--- src/rtl/ysyx_25030093_pkg.sv ---
// rtl/ysyx_25030093_pkg.sv - shared IFU/PC-stage types and constants
package ysyx_25030093_pkg;

  typedef enum logic [1:0] {
    IDLE = 2'd0,
    ADDR = 2'd1,
    DATA = 2'd2,
    HOLD = 2'd3
  } ifu_state_t;

  localparam logic [1:0]  RESP_OKAY        = 2'b00;
  localparam logic [31:0] RESET_PC_DEFAULT = 32'h3000_0000;

endpackage

--- src/rtl/ysyx_25030093_ifu_perf.sv ---
// rtl/ysyx_25030093_ifu_perf.sv - fetch and bus-stall counters, built only with YSYX_25030093_IFU_PERF_EN
module ysyx_25030093_ifu_perf (
  input  logic        clock,
  input  logic        reset,
  input  logic        fetch_done,
  input  logic        ar_stall,
  input  logic        r_stall,
  output logic [63:0] perf_fetch,
  output logic [63:0] perf_ar_stall,
  output logic [63:0] perf_r_stall
);

  logic [63:0] fetch_q, fetch_d;
  logic [63:0] ar_q, ar_d;
  logic [63:0] r_q, r_d;

  // Each counter advances by one on its qualifying event.
  always_comb begin
    fetch_d = fetch_q + {63'd0, fetch_done};
    ar_d    = ar_q + {63'd0, ar_stall};
    r_d     = r_q + {63'd0, r_stall};
  end

  // Counter registers, cleared by reset.
  always_ff @(posedge clock) begin
    if (reset) begin
      fetch_q <= '0;
      ar_q    <= '0;
      r_q     <= '0;
    end else begin
      fetch_q <= fetch_d;
      ar_q    <= ar_d;
      r_q     <= r_d;
    end
  end

  assign perf_fetch    = fetch_q;
  assign perf_ar_stall = ar_q;
  assign perf_r_stall  = r_q;

endmodule

--- src/rtl/ysyx_25030093_ifu.sv ---
// rtl/ysyx_25030093_ifu.sv - instruction fetch unit (AXI4-Lite read); perf counters under YSYX_25030093_IFU_PERF_EN
module ysyx_25030093_ifu
  import ysyx_25030093_pkg::*;
#(
  parameter int                ADDR_W   = 32,
  parameter logic [ADDR_W-1:0] RESET_PC = RESET_PC_DEFAULT
) (
  input  logic              clock,
  input  logic              reset,
  input  logic [ADDR_W-1:0] pc,
  input  logic              in_valid_pc,
  output logic              busy,
  output logic [ADDR_W-1:0] araddr,
  output logic              arvalid,
  input  logic              arready,
  input  logic [31:0]       rdata,
  input  logic [1:0]        rresp,
  input  logic              rvalid,
  output logic              rready,
  output logic [31:0]       out_inst,
  output logic [ADDR_W-1:0] out_pc,
  output logic              inst_fault,
  output logic              out_valid,
  input  logic              out_ready
`ifdef YSYX_25030093_IFU_PERF_EN
  ,
  output logic [63:0]       perf_fetch,
  output logic [63:0]       perf_ar_stall,
  output logic [63:0]       perf_r_stall
`endif
);

  ifu_state_t        state_q, state_d;
  logic              boot_pending_q, boot_pending_d;
  logic [ADDR_W-1:0] fetch_pc_q, fetch_pc_d;
  logic [31:0]       out_inst_q, out_inst_d;
  logic              inst_fault_q, inst_fault_d;
  logic              aligned;

  assign aligned = (fetch_pc_q[1:0] == 2'b00);

  // Next-state logic. The alignment check runs on the registered fetch_pc in
  // the cycle after the latch; a misaligned PC never raises arvalid and goes
  // straight to HOLD as a fault with a zero instruction.
  always_comb begin
    state_d        = state_q;
    boot_pending_d = boot_pending_q;
    fetch_pc_d     = fetch_pc_q;
    out_inst_d     = out_inst_q;
    inst_fault_d   = inst_fault_q;
    case (state_q)
      IDLE: begin
        if (boot_pending_q) begin
          fetch_pc_d     = RESET_PC;
          boot_pending_d = 1'b0;
          state_d        = ADDR;
        end else if (in_valid_pc) begin
          fetch_pc_d = pc;
          state_d    = ADDR;
        end
      end
      ADDR: begin
        if (!aligned) begin
          out_inst_d   = '0;
          inst_fault_d = 1'b1;
          state_d      = HOLD;
        end else if (arready) begin
          state_d = DATA;
        end
      end
      DATA: begin
        if (rvalid) begin
          out_inst_d   = rdata;
          inst_fault_d = (rresp != RESP_OKAY);
          state_d      = HOLD;
        end
      end
      HOLD: begin
        if (out_ready) state_d = IDLE;
      end
      default: state_d = IDLE;
    endcase
  end

  // State and datapath registers; reset re-arms the boot fetch.
  always_ff @(posedge clock) begin
    if (reset) begin
      state_q        <= IDLE;
      boot_pending_q <= 1'b1;
      fetch_pc_q     <= RESET_PC;
      out_inst_q     <= '0;
      inst_fault_q   <= 1'b0;
    end else begin
      state_q        <= state_d;
      boot_pending_q <= boot_pending_d;
      fetch_pc_q     <= fetch_pc_d;
      out_inst_q     <= out_inst_d;
      inst_fault_q   <= inst_fault_d;
    end
  end

  // Handshake outputs are masked by reset so a response arriving while reset
  // is held is never accepted.
  assign arvalid    = !reset && (state_q == ADDR) && aligned;
  assign rready     = !reset && (state_q == DATA);
  assign out_valid  = !reset && (state_q == HOLD);
  assign busy       = !reset && (state_q != IDLE);
  assign araddr     = fetch_pc_q;
  assign out_pc     = fetch_pc_q;
  assign out_inst   = out_inst_q;
  assign inst_fault = inst_fault_q;

`ifdef YSYX_25030093_IFU_PERF_EN
  ysyx_25030093_ifu_perf u_perf (
    .clock         (clock),
    .reset         (reset),
    .fetch_done    (out_valid && out_ready),
    .ar_stall      (arvalid && !arready),
    .r_stall       (rready && !rvalid),
    .perf_fetch    (perf_fetch),
    .perf_ar_stall (perf_ar_stall),
    .perf_r_stall  (perf_r_stall)
  );
`endif

endmodule

--- config.mk ---
export PLATFORM = sky130hd
export DESIGN_NAME = ysyx_25030093_ifu
export DESIGN_NICKNAME = d
export VERILOG_FILES = /design/src/rtl/ysyx_25030093_pkg.sv /design/src/rtl/ysyx_25030093_ifu_perf.sv /design/src/rtl/ysyx_25030093_ifu.sv
export SDC_FILE = /design/constraint.sdc
export NUM_CORES = 1
export LEC_CHECK = 0
export CORE_MARGIN = 2
export CORE_UTILIZATION = 41
export CTS_BUF_LIST = sky130_fd_sc_hd__clkbuf_16
export DETAILED_ROUTE_END_ITERATION = 16
export PLACE_DENSITY = 0.86
export SETUP_SLACK_MARGIN = 0.5
export SLEW_MARGIN = 20
export SYNTH_ARGS = -nofsm -noshare
export SYNTH_HDL_FRONTEND = slang
export SYNTH_SLANG_ARGS = --single-unit
--- constraint.sdc ---
create_clock -name clock -period 5.33 [get_ports clock]
set_input_delay 1.066 -clock clock [delete_from_list [all_inputs] [get_ports clock]]
set_output_delay 1.066 -clock clock [all_outputs]
set_load 0.02 [all_outputs]
==> results.md <==
* Mapped Area at 2960 um2
* Share of flip-flops with an asynchronous set or reset at 0%
* Critical path buffers and inverters at 2
* Setup Fix Bufs, Post-CTS at 0
* Reg2reg start: state_q[0]$_SDFFE_PP0P_
* Period utilization at 67.9%
* Fin. max-slew vios at 0
* IR drop worst, VDD at 0.352 mV
* Via count at 2873
* PwrDens at 439 nW/um2
* R2R Setup Slk at 2730 ps
* Worst Path Arrival at 2550 ps
* Most frequent cell after synthesis: dfxtp_1
* Worst R2R End: inst_fault$_SDFFE_PP0P_
* Register Area at 1360 um2
* Post-synth top area share at 45.9%
* Sw Share at 36.1%
* Hold Crit Start: araddr[16]$_SDFFE_PP0P_
* Post-Route Utilization at 69.3%
* Syn_area_per_cell at 8.85 um2
* Hold endpoint: araddr[16]$_SDFFE_PP0P_
* Clk sinks at 68
* Setup TNS at 0 ps
* FP Rows at 30
* Share of post-route cells with drive strength above 1 at 5.83%
* CP max stage cell: or3b_1
* Worst Max-Slew Pin Slew at 1020 ps
* Worst-path clk slew at 60 ps
* CTS tree: yes
* Startpoint types: flop
* R2R depth at 5
* H-tree levels at 3
* Synth top area cells: dfxtp_1, a21oi_1, buf_4
* Flops & latches, synth at 68
* CTS max path bufs at 2
* Register area share after synthesis at 45.9%
* Maxcap violations at 0
* Worst Hold Path Cells at 2
* Synth-to-layout area growth at 61.5%
* Die Y at 89.0 um
* Setup violations, final at 0
* Initial Util at 42.9%
* Clk root buf: clkbuf_16
* Number of synthesized flops with an enable pin at 0
* RSZ-0062 raised after global routing: no
* DRT Wirelength at 8620 um
* Placer Congestion at 0.774
* HPWL Detailed at 6050 um
* Synth cell count leaders: dfxtp_1, a21oi_1, buf_4, nand2_1, nand3b_1
* Global-route wire length before repair at 12900 um
* Congestion Overflow GR at 0
* Headroom to the max-slew limit at 31.6%
* Final Hold Fails at 0
* Antenna violations before repair at 0
* Die area at 7930 um2
* Multi-input logic area at 1240 um2
* Vias in the first global route at 2640
* Clock period minus final worst setup slack at 3620 ps
* Ys flop type: dfxtp_1
* Number of port buffers at 172
* Cell chain of the critical path: inv_1 > ha_1 > or3b_1 > nor2_1 > clkdlybuf4s50_1
* YS warnings at 0
* Leak at 1.68 nW
* Worst-case clock skew at 6.57 ps
* Nets at 535
* Number of buffers created by CTS at 9
* Cts hold-fix bufs at 0
* Crit end category: primary output
* Pint at 1.34 mW
* ANT cells at 0
* Core box area at 6910 um2
* Crit path kind: reg -> out
* Sequential power share at 30.8%
* Result of the run: finished clean
* Critical path's top delay family: simple AND/OR/NAND/NOR gates
* Maximum operating frequency at 276 MHz
* Switching power at 0.759 mW
* Synth Instances at 335
* Crit Path Max Fanout at 23
* Crit path required time at 4260 ps
* ANT nets after route at 0
* Clk_lat worst skew at 320 ps
* Drt pass-1 iters at 4
* Syn nets at 412
* Die X at 89.0 um
* Largest net degree at the start of global routing at 37
* Initial drt markers at 58
* CP peak stage delay at 710 ps
* GRT Util Overall at 20.8%
* Num ports at 173
* Leading area contributor after synthesis: dfxtp_1
* Clock share of power at 29.5%
* Vias per inst at 5.14
* Worst Hold Class: reg -> reg
* Remaining routing DRC violations at 0
* # fillers at 571
* Cts repair resizes at 0
* Library cells used by synthesis at 33
* Wire length per cell at 15.4 um
* Logic pwr share at 39.7%
-- through the flow --
stage,instances,power (mW),instance area [um2],hold WS [ps],worst slack (ps)
5_1_grt,559,2.22,4790,481,1570
6_report,559,2.10,4790,464,1710
2_1_floorplan,335,1.19,2960,494,2520
3_5_place_dp,543,1.49,4460,454,2010
4_1_cts,559,2.11,4780,464,1700
3_3_place_gp,543,1.46,4460,452,1870
-- worst max path at each step --
stage                                       start                      end  slack, ps  cells past startpoint
after floorplan                             reset                out_valid       2520                      3
after global routing      state_q[1]$_SDFFE_PP0P_                  arvalid       1570                      5
after detailed placement                    reset                   rready       2010                      3
after CTS                 state_q[1]$_SDFFE_PP0P_                  arvalid       1700                      5
final                     state_q[1]$_SDFFE_PP0P_                  arvalid       1710                      5
after global placement                     rvalid  inst_fault$_SDFFE_PP0P_       1870                      4
-- sequential cells by signal, summed over array words and instances (netlist names) --
register,cells
state_q,2
araddr,32
inst_fault,1
out_inst,32
boot_pending_q,1
-- power groups by stage --
stage / logic, mW / clock network (mW) / registers, mW
global placement: 0.806 / 0 / 0.653
detailed placement: 0.828 / 0 / 0.658
finish: 0.834 / 0.619 / 0.648
global route: 0.911 / 0.648 / 0.659
floorplan: 0.489 / 0 / 0.705
CTS: 0.836 / 0.630 / 0.648
-- layout make-up --
cell class,instances,share of cell area (%)
Clock inverter,7,1.91
Timing Repair Buffer,174,36.2
Clock buffer,9,4.71
Inverter,5,0.392
Tap cell,96,2.51
Multi-Input combinational cell,200,25.9
Sequential cell,68,28.4
-- layout by cell type, fill, tap and decap left out, types with 2 or more instances in the layout --
cell | netlist | final
nand2b_1 | 3 | 3
a22o_1 | 13 | 13
buf_4 | 33 | 2
nand3b_1 | 30 | 30
clkbuf_16 | 0 | 9
nand2_1 | 30 | 30
clkdlybuf4s50_1 | 0 | 171
inv_1 | 5 | 5
o21bai_1 | 2 | 2
o21ai_0 | 19 | 19
clkinv_2 | 0 | 3
nor3_1 | 2 | 2
dfxtp_1 | 68 | 68
nor2b_1 | 4 | 4
nand4_1 | 19 | 19
ha_1 | 5 | 5
a21oi_1 | 50 | 50
bufinv_16 | 0 | 2
nor2_1 | 7 | 7
-- logic make-up (layout without fill, tap and decap cells) --
kind of cell,after synthesis,after routing,share of synthesized area (%)
AND/OR/NAND/NOR,99,99,19.3
AO/OA/AOI/OAI,92,92,18.2
flip-flops,68,68,45.9
buffers and inverters,67,195,13.0
adder cells (fa/ha/maj),5,5,2.11
multiplexers,4,4,1.44
-- tightest hold or removal path: cells and delay by family, from the launching register on --
family / cells / cell delay (ps)
flops: 1 / 310
simple gates: 1 / 50
compound gates: 1 / 50
-- routing by layer --
layer  routed length, um  part of all wire [%]  global-route usage (%)
met1                3460                    40                    25.8
met2                4350                    50                    35.1
met3                 548                   6.4                    3.79
met4                 264                   3.1                    9.77
met5                   0                     0                       0
(Power assumes the default switching activity.)
